**src/rtl/spmv_mem_arbiter_if.sv**
```systemverilog
// Bus bundle between the PE request FIFOs, the arbiter and the memory controller.
// The arbiter connects through the slave modport; the environment
// (request FIFOs plus memory controller) connects through the master modport.
interface spmv_mem_arbiter_if #(
  parameter int ADDR_W = 48,
  parameter int DATA_W = 64
);
  // Store requester
  logic              st_valid;
  logic [ADDR_W-1:0] st_addr;
  logic [DATA_W-1:0] st_data;
  logic              st_ack;
  // Cache load requester
  logic              cache_valid;
  logic [ADDR_W-1:0] cache_addr;
  logic              cache_ack;
  // Decoder load requester
  logic              dec_valid;
  logic [ADDR_W-1:0] dec_addr;
  logic [1:0]        dec_tag;
  logic              dec_ack;
  // Memory request side
  logic              req_mem_ld;
  logic              req_mem_st;
  logic [ADDR_W-1:0] req_mem_addr;
  logic [DATA_W-1:0] req_mem_d_or_tag;
  logic              req_mem_stall;
  // Memory response side
  logic              rsp_mem_push;
  logic [2:0]        rsp_mem_tag;
  logic [DATA_W-1:0] rsp_mem_q;
  // Routed responses and status
  logic              cache_rsp_push;
  logic              dec_rsp_push;
  logic [1:0]        dec_rsp_tag;
  logic [DATA_W-1:0] rsp_q;
  logic [5:0]        outstanding;
  logic              idle;
  logic              rsp_underflow;

  modport slave (
    input  st_valid, st_addr, st_data,
    output st_ack,
    input  cache_valid, cache_addr,
    output cache_ack,
    input  dec_valid, dec_addr, dec_tag,
    output dec_ack,
    output req_mem_ld, req_mem_st, req_mem_addr, req_mem_d_or_tag,
    input  req_mem_stall,
    input  rsp_mem_push, rsp_mem_tag, rsp_mem_q,
    output cache_rsp_push, dec_rsp_push, dec_rsp_tag, rsp_q,
    output outstanding, idle, rsp_underflow
  );

  modport master (
    output st_valid, st_addr, st_data,
    input  st_ack,
    output cache_valid, cache_addr,
    input  cache_ack,
    output dec_valid, dec_addr, dec_tag,
    input  dec_ack,
    input  req_mem_ld, req_mem_st, req_mem_addr, req_mem_d_or_tag,
    output req_mem_stall,
    output rsp_mem_push, rsp_mem_tag, rsp_mem_q,
    input  cache_rsp_push, dec_rsp_push, dec_rsp_tag, rsp_q,
    input  outstanding, idle, rsp_underflow
  );
endinterface

```
**src/rtl/spmv_mem_arbiter.sv**
```systemverilog
// Memory port arbiter for one SpMV PE: picks one of store / cache load /
// decoder load per cycle, issues it one cycle later, tracks load credits and
// steers tagged load responses back to the cache or the decoder.
module spmv_mem_arbiter #(
  parameter int ADDR_W          = 48,
  parameter int DATA_W          = 64,
  parameter int MAX_OUTSTANDING = 32,
  parameter int STARVE_LIMIT    = 8
) (
  input logic clk,
  input logic rst,
  spmv_mem_arbiter_if.slave bus
);

  localparam int         SW          = $clog2(STARVE_LIMIT + 1);
  localparam logic [5:0] MAX_OUT     = 6'(MAX_OUTSTANDING);
  localparam logic [SW-1:0] STARVE_MAX = SW'(STARVE_LIMIT);

  typedef enum logic [1:0] {GNT_NONE, GNT_ST, GNT_CACHE, GNT_DEC} grant_e;

  grant_e              grant;
  logic                ld_ok;
  logic                ld_ack;
  logic [SW-1:0]       starve_cnt;
  logic [5:0]          out_cnt;
  logic                underflow;
  logic                issue_st;
  logic                issue_ld;
  logic [ADDR_W-1:0]   issue_addr;
  logic [DATA_W-1:0]   issue_data;
  logic                cache_push;
  logic                dec_push;
  logic [1:0]          dec_tag_r;
  logic [DATA_W-1:0]   rsp_q_r;

  assign ld_ok  = out_cnt < MAX_OUT;
  assign ld_ack = (grant == GNT_CACHE) || (grant == GNT_DEC);

  // Pick this cycle's winner; a starved decoder overrides the fixed priority.
  always_comb begin
    grant = GNT_NONE;
    if (!rst && !bus.req_mem_stall) begin
      if (bus.dec_valid && ld_ok && starve_cnt == STARVE_MAX) grant = GNT_DEC;
      else if (bus.st_valid)                                  grant = GNT_ST;
      else if (bus.cache_valid && ld_ok)                      grant = GNT_CACHE;
      else if (bus.dec_valid && ld_ok)                        grant = GNT_DEC;
    end
  end

  assign bus.st_ack    = (grant == GNT_ST);
  assign bus.cache_ack = (grant == GNT_CACHE);
  assign bus.dec_ack   = (grant == GNT_DEC);

  // Count how often an eligible, waiting decoder loses; cleared when it wins.
  always_ff @(posedge clk or posedge rst) begin
    if (rst) begin
      starve_cnt <= '0;
    end else if (grant == GNT_DEC) begin
      starve_cnt <= '0;
    end else if (bus.dec_valid && ld_ok && !bus.req_mem_stall &&
                 grant != GNT_NONE && starve_cnt != STARVE_MAX) begin
      starve_cnt <= starve_cnt + SW'(1);
    end
  end

  // Register the granted request so it pulses on the memory port next cycle.
  always_ff @(posedge clk or posedge rst) begin
    if (rst) begin
      issue_st   <= 1'b0;
      issue_ld   <= 1'b0;
      issue_addr <= '0;
      issue_data <= '0;
    end else begin
      issue_st <= (grant == GNT_ST);
      issue_ld <= ld_ack;
      case (grant)
        GNT_ST: begin
          issue_addr <= bus.st_addr;
          issue_data <= bus.st_data;
        end
        GNT_CACHE: begin
          issue_addr <= bus.cache_addr;
          issue_data <= DATA_W'(3'b001);
        end
        GNT_DEC: begin
          issue_addr <= bus.dec_addr;
          issue_data <= DATA_W'({bus.dec_tag, 1'b0});
        end
        default: ;
      endcase
    end
  end

  // Load credits: +1 on a load grant, -1 on a response; a stray response is flagged.
  always_ff @(posedge clk or posedge rst) begin
    if (rst) begin
      out_cnt   <= '0;
      underflow <= 1'b0;
    end else begin
      case ({ld_ack, bus.rsp_mem_push})
        2'b10: out_cnt <= out_cnt + 6'd1;
        2'b01: begin
          if (out_cnt == '0) underflow <= 1'b1;
          else               out_cnt   <= out_cnt - 6'd1;
        end
        default: ;
      endcase
    end
  end

  // Route each load response by tag bit 0, one stage after it arrives.
  always_ff @(posedge clk or posedge rst) begin
    if (rst) begin
      cache_push <= 1'b0;
      dec_push   <= 1'b0;
      dec_tag_r  <= '0;
      rsp_q_r    <= '0;
    end else begin
      cache_push <= bus.rsp_mem_push &&  bus.rsp_mem_tag[0];
      dec_push   <= bus.rsp_mem_push && !bus.rsp_mem_tag[0];
      if (bus.rsp_mem_push) rsp_q_r <= bus.rsp_mem_q;
      if (bus.rsp_mem_push && !bus.rsp_mem_tag[0]) dec_tag_r <= bus.rsp_mem_tag[2:1];
    end
  end

  assign bus.req_mem_st       = issue_st;
  assign bus.req_mem_ld       = issue_ld;
  assign bus.req_mem_addr     = issue_addr;
  assign bus.req_mem_d_or_tag = issue_data;
  assign bus.outstanding      = out_cnt;
  assign bus.rsp_underflow    = underflow;
  assign bus.cache_rsp_push   = cache_push;
  assign bus.dec_rsp_push     = dec_push;
  assign bus.dec_rsp_tag      = dec_tag_r;
  assign bus.rsp_q            = rsp_q_r;
  assign bus.idle = !bus.st_valid && !bus.cache_valid && !bus.dec_valid &&
                    out_cnt == '0 && !issue_ld && !issue_st;

endmodule

```
**src/flat_wrapper.sv**
```systemverilog
// flat-port wrapper written by rule: the top's interface ports become plain ports
module spmv_mem_arbiter_flat 
#(
  parameter int ADDR_W          = 48,
  parameter int DATA_W          = 64,
  parameter int MAX_OUTSTANDING = 32,
  parameter int STARVE_LIMIT    = 8
)
  (clk, rst, bus_st_valid, bus_st_addr, bus_st_data, bus_st_ack, bus_cache_valid, bus_cache_addr, bus_cache_ack, bus_dec_valid, bus_dec_addr, bus_dec_tag, bus_dec_ack, bus_req_mem_ld, bus_req_mem_st, bus_req_mem_addr, bus_req_mem_d_or_tag, bus_req_mem_stall, bus_rsp_mem_push, bus_rsp_mem_tag, bus_rsp_mem_q, bus_cache_rsp_push, bus_dec_rsp_push, bus_dec_rsp_tag, bus_rsp_q, bus_outstanding, bus_idle, bus_rsp_underflow);
  spmv_mem_arbiter_if #(.ADDR_W(ADDR_W), .DATA_W(DATA_W)) bus_i ();
  input logic clk;
  input logic rst;
  input wire logic [$bits(bus_i.st_valid)-1:0] bus_st_valid;
  input wire logic [$bits(bus_i.st_addr)-1:0] bus_st_addr;
  input wire logic [$bits(bus_i.st_data)-1:0] bus_st_data;
  output wire logic [$bits(bus_i.st_ack)-1:0] bus_st_ack;
  input wire logic [$bits(bus_i.cache_valid)-1:0] bus_cache_valid;
  input wire logic [$bits(bus_i.cache_addr)-1:0] bus_cache_addr;
  output wire logic [$bits(bus_i.cache_ack)-1:0] bus_cache_ack;
  input wire logic [$bits(bus_i.dec_valid)-1:0] bus_dec_valid;
  input wire logic [$bits(bus_i.dec_addr)-1:0] bus_dec_addr;
  input wire logic [$bits(bus_i.dec_tag)-1:0] bus_dec_tag;
  output wire logic [$bits(bus_i.dec_ack)-1:0] bus_dec_ack;
  output wire logic [$bits(bus_i.req_mem_ld)-1:0] bus_req_mem_ld;
  output wire logic [$bits(bus_i.req_mem_st)-1:0] bus_req_mem_st;
  output wire logic [$bits(bus_i.req_mem_addr)-1:0] bus_req_mem_addr;
  output wire logic [$bits(bus_i.req_mem_d_or_tag)-1:0] bus_req_mem_d_or_tag;
  input wire logic [$bits(bus_i.req_mem_stall)-1:0] bus_req_mem_stall;
  input wire logic [$bits(bus_i.rsp_mem_push)-1:0] bus_rsp_mem_push;
  input wire logic [$bits(bus_i.rsp_mem_tag)-1:0] bus_rsp_mem_tag;
  input wire logic [$bits(bus_i.rsp_mem_q)-1:0] bus_rsp_mem_q;
  output wire logic [$bits(bus_i.cache_rsp_push)-1:0] bus_cache_rsp_push;
  output wire logic [$bits(bus_i.dec_rsp_push)-1:0] bus_dec_rsp_push;
  output wire logic [$bits(bus_i.dec_rsp_tag)-1:0] bus_dec_rsp_tag;
  output wire logic [$bits(bus_i.rsp_q)-1:0] bus_rsp_q;
  output wire logic [$bits(bus_i.outstanding)-1:0] bus_outstanding;
  output wire logic [$bits(bus_i.idle)-1:0] bus_idle;
  output wire logic [$bits(bus_i.rsp_underflow)-1:0] bus_rsp_underflow;
  assign bus_i.st_valid = bus_st_valid;
  assign bus_i.st_addr = bus_st_addr;
  assign bus_i.st_data = bus_st_data;
  assign bus_st_ack = bus_i.st_ack;
  assign bus_i.cache_valid = bus_cache_valid;
  assign bus_i.cache_addr = bus_cache_addr;
  assign bus_cache_ack = bus_i.cache_ack;
  assign bus_i.dec_valid = bus_dec_valid;
  assign bus_i.dec_addr = bus_dec_addr;
  assign bus_i.dec_tag = bus_dec_tag;
  assign bus_dec_ack = bus_i.dec_ack;
  assign bus_req_mem_ld = bus_i.req_mem_ld;
  assign bus_req_mem_st = bus_i.req_mem_st;
  assign bus_req_mem_addr = bus_i.req_mem_addr;
  assign bus_req_mem_d_or_tag = bus_i.req_mem_d_or_tag;
  assign bus_i.req_mem_stall = bus_req_mem_stall;
  assign bus_i.rsp_mem_push = bus_rsp_mem_push;
  assign bus_i.rsp_mem_tag = bus_rsp_mem_tag;
  assign bus_i.rsp_mem_q = bus_rsp_mem_q;
  assign bus_cache_rsp_push = bus_i.cache_rsp_push;
  assign bus_dec_rsp_push = bus_i.dec_rsp_push;
  assign bus_dec_rsp_tag = bus_i.dec_rsp_tag;
  assign bus_rsp_q = bus_i.rsp_q;
  assign bus_outstanding = bus_i.outstanding;
  assign bus_idle = bus_i.idle;
  assign bus_rsp_underflow = bus_i.rsp_underflow;
  spmv_mem_arbiter #(.ADDR_W(ADDR_W), .DATA_W(DATA_W), .MAX_OUTSTANDING(MAX_OUTSTANDING), .STARVE_LIMIT(STARVE_LIMIT)) u_core (.clk(clk), .rst(rst), .bus(bus_i));
endmodule
```
**config.mk**
```make
export PLATFORM = sky130hd
export DESIGN_NAME = spmv_mem_arbiter_flat
export DESIGN_NICKNAME = d
export VERILOG_FILES = /design/src/rtl/spmv_mem_arbiter_if.sv /design/src/rtl/spmv_mem_arbiter.sv /design/src/flat_wrapper.sv
export SDC_FILE = /design/constraint.sdc
export NUM_CORES = 1
export LEC_CHECK = 0
export ABC_AREA = 1
export ABC_CLOCK_PERIOD_IN_PS = 9400
export BUFFER_PORTS_ARGS = -buffer_cell sky130_fd_sc_hd__clkbuf_2
export CORE_AREA = 2 2 183 185
export CTS_CLUSTER_SIZE = 12
export DETAILED_ROUTE_END_ITERATION = 10
export DIE_AREA = 0 0 185 187
export MAX_ROUTING_LAYER = met4
export PLACE_DENSITY = 0.49
export SLEW_MARGIN = 20
export SYNTH_ARGS = -nofsm -noshare
export SYNTH_HDL_FRONTEND = slang
export SYNTH_SLANG_ARGS = --single-unit
```
**constraint.sdc**
```tcl
create_clock -name clk -period 9.4 [get_ports clk]
set_input_delay 1.41 -clock clk [delete_from_list [all_inputs] [get_ports clk]]
set_output_delay 1.41 -clock clk [all_outputs]
set_load 0.01 [all_outputs]
```
==> results.md <==
* Run status: finished clean
* Sinks on Clock Net at 193
* Post-DP HPWL at 22120 um
* RSZ-0062 raised after global routing: false
* Synth async-reset ratio at between 90% and 100%
* Crit-path max cell delay at just under 0.6 ns
* Final setup violation count at 0
* Initial antenna violation count at 6
* CP required at approximately 8.0 ns
* Startpoint types: input port
* Starting Density at between 20% and 30%
* CTS Root Cell: clkbuf_16
* Post-CTS sizing at 0
* Area Overhead vs Synth at 41.70%
* Crit path kind: input port to output port
* Number of synthesized register bits at slightly below 200
* Post-Synthesis Cells at between 800 and 900
* Slowest stage cell on the critical path: nand2_4
* Synth Flop Type: dfrtp_1
* Via count at ~7900
* Most frequent cells in the layout: clkbuf_2, nand2_1, dfrtp_1
* Most common cell after layout, fill and taps aside: clkbuf_2
* Clk slew on worst S/H paths at 0.07 ns
* CP arrival at 3.45 ns
* Die ar. at about 35000 um^2
* Minimum clock period at slightly below 5 ns
* Post-synth top area share at roughly 60%
* Ports at about 480
* CTS tree: yes
* Number of max-cap violations at 0
* Die Wd at between 150 and 200 um
* Area contributors post-synth: dfrtp_1, nand2_1, a22o_1, a31oi_1, o21ai_0
* Cell taking the most area after synthesis: dfrtp_1
* Number of flops mapped to enable cells by yosys at 0
* WL per Instance at approximately 17 um
* Drt via density at between 4 and 5
* Max Freq at 206.0 MHz
* Synth warn at 0
* Netlist Area Pre-Place at around 8100 um^2
* Routability cong. at 0.8506
* Final critical-path share of the clock period at between 50% and 60%
* 1st-pass router iterations at 4
* CTS Hold Buffers Added at 0
* FF+latch area at 4830 um^2
* Fin area at ~11000 um^2
* Count of cell types in the netlist at 29
* Syn avg cell area at 9.259 um^2
* Syn Nets at around 1200
* Share of cells above drive strength 1 at between 30% and 40%
* Number of fill cells at 3524
* Register area share after synthesis at 59.61%
* Largest net degree at the start of global routing at 130
* # port buffers at between 400 and 500
* Worst-Margin Slew at 1.017 ns
* Multi-input logic area at ~2900 um^2
* VDD IR max at approximately 0.12 mV
* Nets at roughly 1600
* Worst hold path class: flop to flop
* First-pass GRT wire length at roughly 46000 um
* PwrDens at 234.4 nW/um^2
* Slew margin rel. at between 30% and 40%
* GR Overflow Total at 0
* Number of buffers created by CTS at 17
* DRC viols at 0
* Overall routed net length at 30250 um
* Setup Buffers After CTS at 0
* Htree depth at 4
* Initial DRC Count at approximately 320
* Clock Latency Late Sink at ~0.45 ns
* # rows at 67
* Final Hold Violating Endpoints at 0
* Dpl cell area at ~11000 um^2
* CP max FO at 80
* Final ANT Viol Nets at 0
* Setup crit end kind: output port
* CORE AREA at roughly 33000 um^2
* Number of global-route vias before repair at 7944
* GR Util All Layers at 17.84%
* Leakage at 6.221 nW
* Longest Clk Path Bufs at 2
* CP cell instances: clkbuf_2 -> inv_1 -> nor2_2 -> nand2_1 -> nand2_2 -> nand2_4 -> nand2_1 -> inv_2 -> buf_4 -> clkbuf_2
* Setup TNS at 0 ns
* Final slew viol count at 0
* Clk_skew at between 0.01 and 0.015 ns
* Die Span Y at approximately 190 um
## cells in the mapped netlist (2+ instances only)
| master | instances |
|---|---|
| buf_1 | 5 |
| o31ai_1 | 2 |
| nand2_1 | 335 |
| buf_2 | 15 |
| inv_2 | 3 |
| nand2_2 | 2 |
| o211ai_1 | 2 |
| buf_4 | 3 |
| buf_6 | 6 |
| inv_1 | 25 |
| a21oi_1 | 2 |
| o21ai_0 | 56 |
| a22o_1 | 61 |
| nor2_1 | 60 |
| xor2_1 | 3 |
| nand4_1 | 2 |
| a31oi_1 | 48 |
| nor2_2 | 2 |
| ha_1 | 3 |
| nand3_1 | 15 |
| clkbuf_1 | 24 |
| nand2_4 | 2 |
| dfrtp_1 | 193 |
## state kept, by name, indices dropped and copies added, names as in the netlist
signal / flops
u_core.bus.cache_rsp_push: 1
u_core.bus.dec_rsp_push: 1
u_core.bus.dec_rsp_tag: 2
u_core.bus.outstanding: 6
u_core.bus.req_mem_addr: 48
u_core.bus.req_mem_d_or_tag: 64
u_core.bus.req_mem_ld: 1
u_core.bus.req_mem_st: 1
u_core.bus.rsp_q: 64
u_core.bus.rsp_underflow: 1
u_core.starve_cnt: 4
## metal layers
metal / vias up / global-route usage, % / wire length [um]
li1: 3800 / - / -
met2: 320 / 28.82 / 14580
met3: 35 / 6.503 / 2727
met5: - / - / 0
met1: 3727 / 20.39 / 12260
met4: 0 / 6.044 / 680
## critical path: cells and delay by family
family | cells | cell delay [ns]
buffers and inverters | 5 | 1.01
AND/OR/NAND/NOR | 5 | 0.95
## final timing paths
check	startpoint	to	slack [ns]	cells after the start
setup / recovery	bus_dec_valid	bus_st_ack	4.54	10
hold / removal	u_core.bus.rsp_q[14]$_DFFE_PP0P_	u_core.bus.rsp_q[14]$_DFFE_PP0P_	0.47	2
setup reg to reg	u_core.starve_cnt[0]$_DFFE_PP0P_	u_core.bus.req_mem_d_or_tag[17]$_DFFE_PP0P_	6.29	10
hold reg to reg	u_core.bus.rsp_q[14]$_DFFE_PP0P_	u_core.bus.rsp_q[14]$_DFFE_PP0P_	0.47	2
max in group asynchronous	rst	u_core.bus.req_mem_addr[45]$_DFFE_PP0P_	6.63	3
min in group asynchronous	rst	u_core.bus.req_mem_addr[40]$_DFFE_PP0P_	1.10	2
## stage by stage
stage          util (%)  setup slack (ns)  total power [mW]  std cells  hold WS (ns)
2_1_floorplan         -             2.734             1.535        875        0.4930
3_3_place_gp      32.94             4.526             1.892       1752        0.4537
3_5_place_dp      32.94             4.516             1.898       1752        0.4573
4_1_cts           34.88             4.517             2.730       1784        0.4756
5_1_grt           34.93             4.305             2.865       1790        0.4921
6_report          34.93             4.545             2.691       1790        0.4729
## area by class of cell
class,count,share of cell area [%]
Antenna cell,6,0.1308
Clock buffer,19,3.771
Clock inverter,13,1.787
Inverter,28,0.9918
Multi-Input combinational cell,601,25.22
Sequential cell,193,42.07
Tap cell,448,4.883
Timing Repair Buffer,482,21.14
## power breakdown
| group | switching, mW | total (mW) | leakage, nW | internal [mW] |
|---|---|---|---|---|
| sequential | 0.126 | 1.14 | 2.33 | 1.02 |
| clock | 0.346 | 0.821 | 0.316 | 0.475 |
| combinational | 0.413 | 0.727 | 3.57 | 0.315 |
| total | 0.885 | 2.69 | 6.22 | 1.81 |
## cell families (layout without fill, tap and decap cells)
group | count (synthesis) | count (layout) | share of synthesized area [%]
xor+xnor | 4 | 4 | 0.4325
other cells | 0 | 6 | 0
flops | 193 | 193 | 59.61
simple gates | 420 | 420 | 20.29
fa+ha+maj | 3 | 3 | 0.4634
compound gates | 174 | 174 | 14.52
buf+inv | 81 | 542 | 4.679
Note: power is estimated with default switching activity, not from simulation.
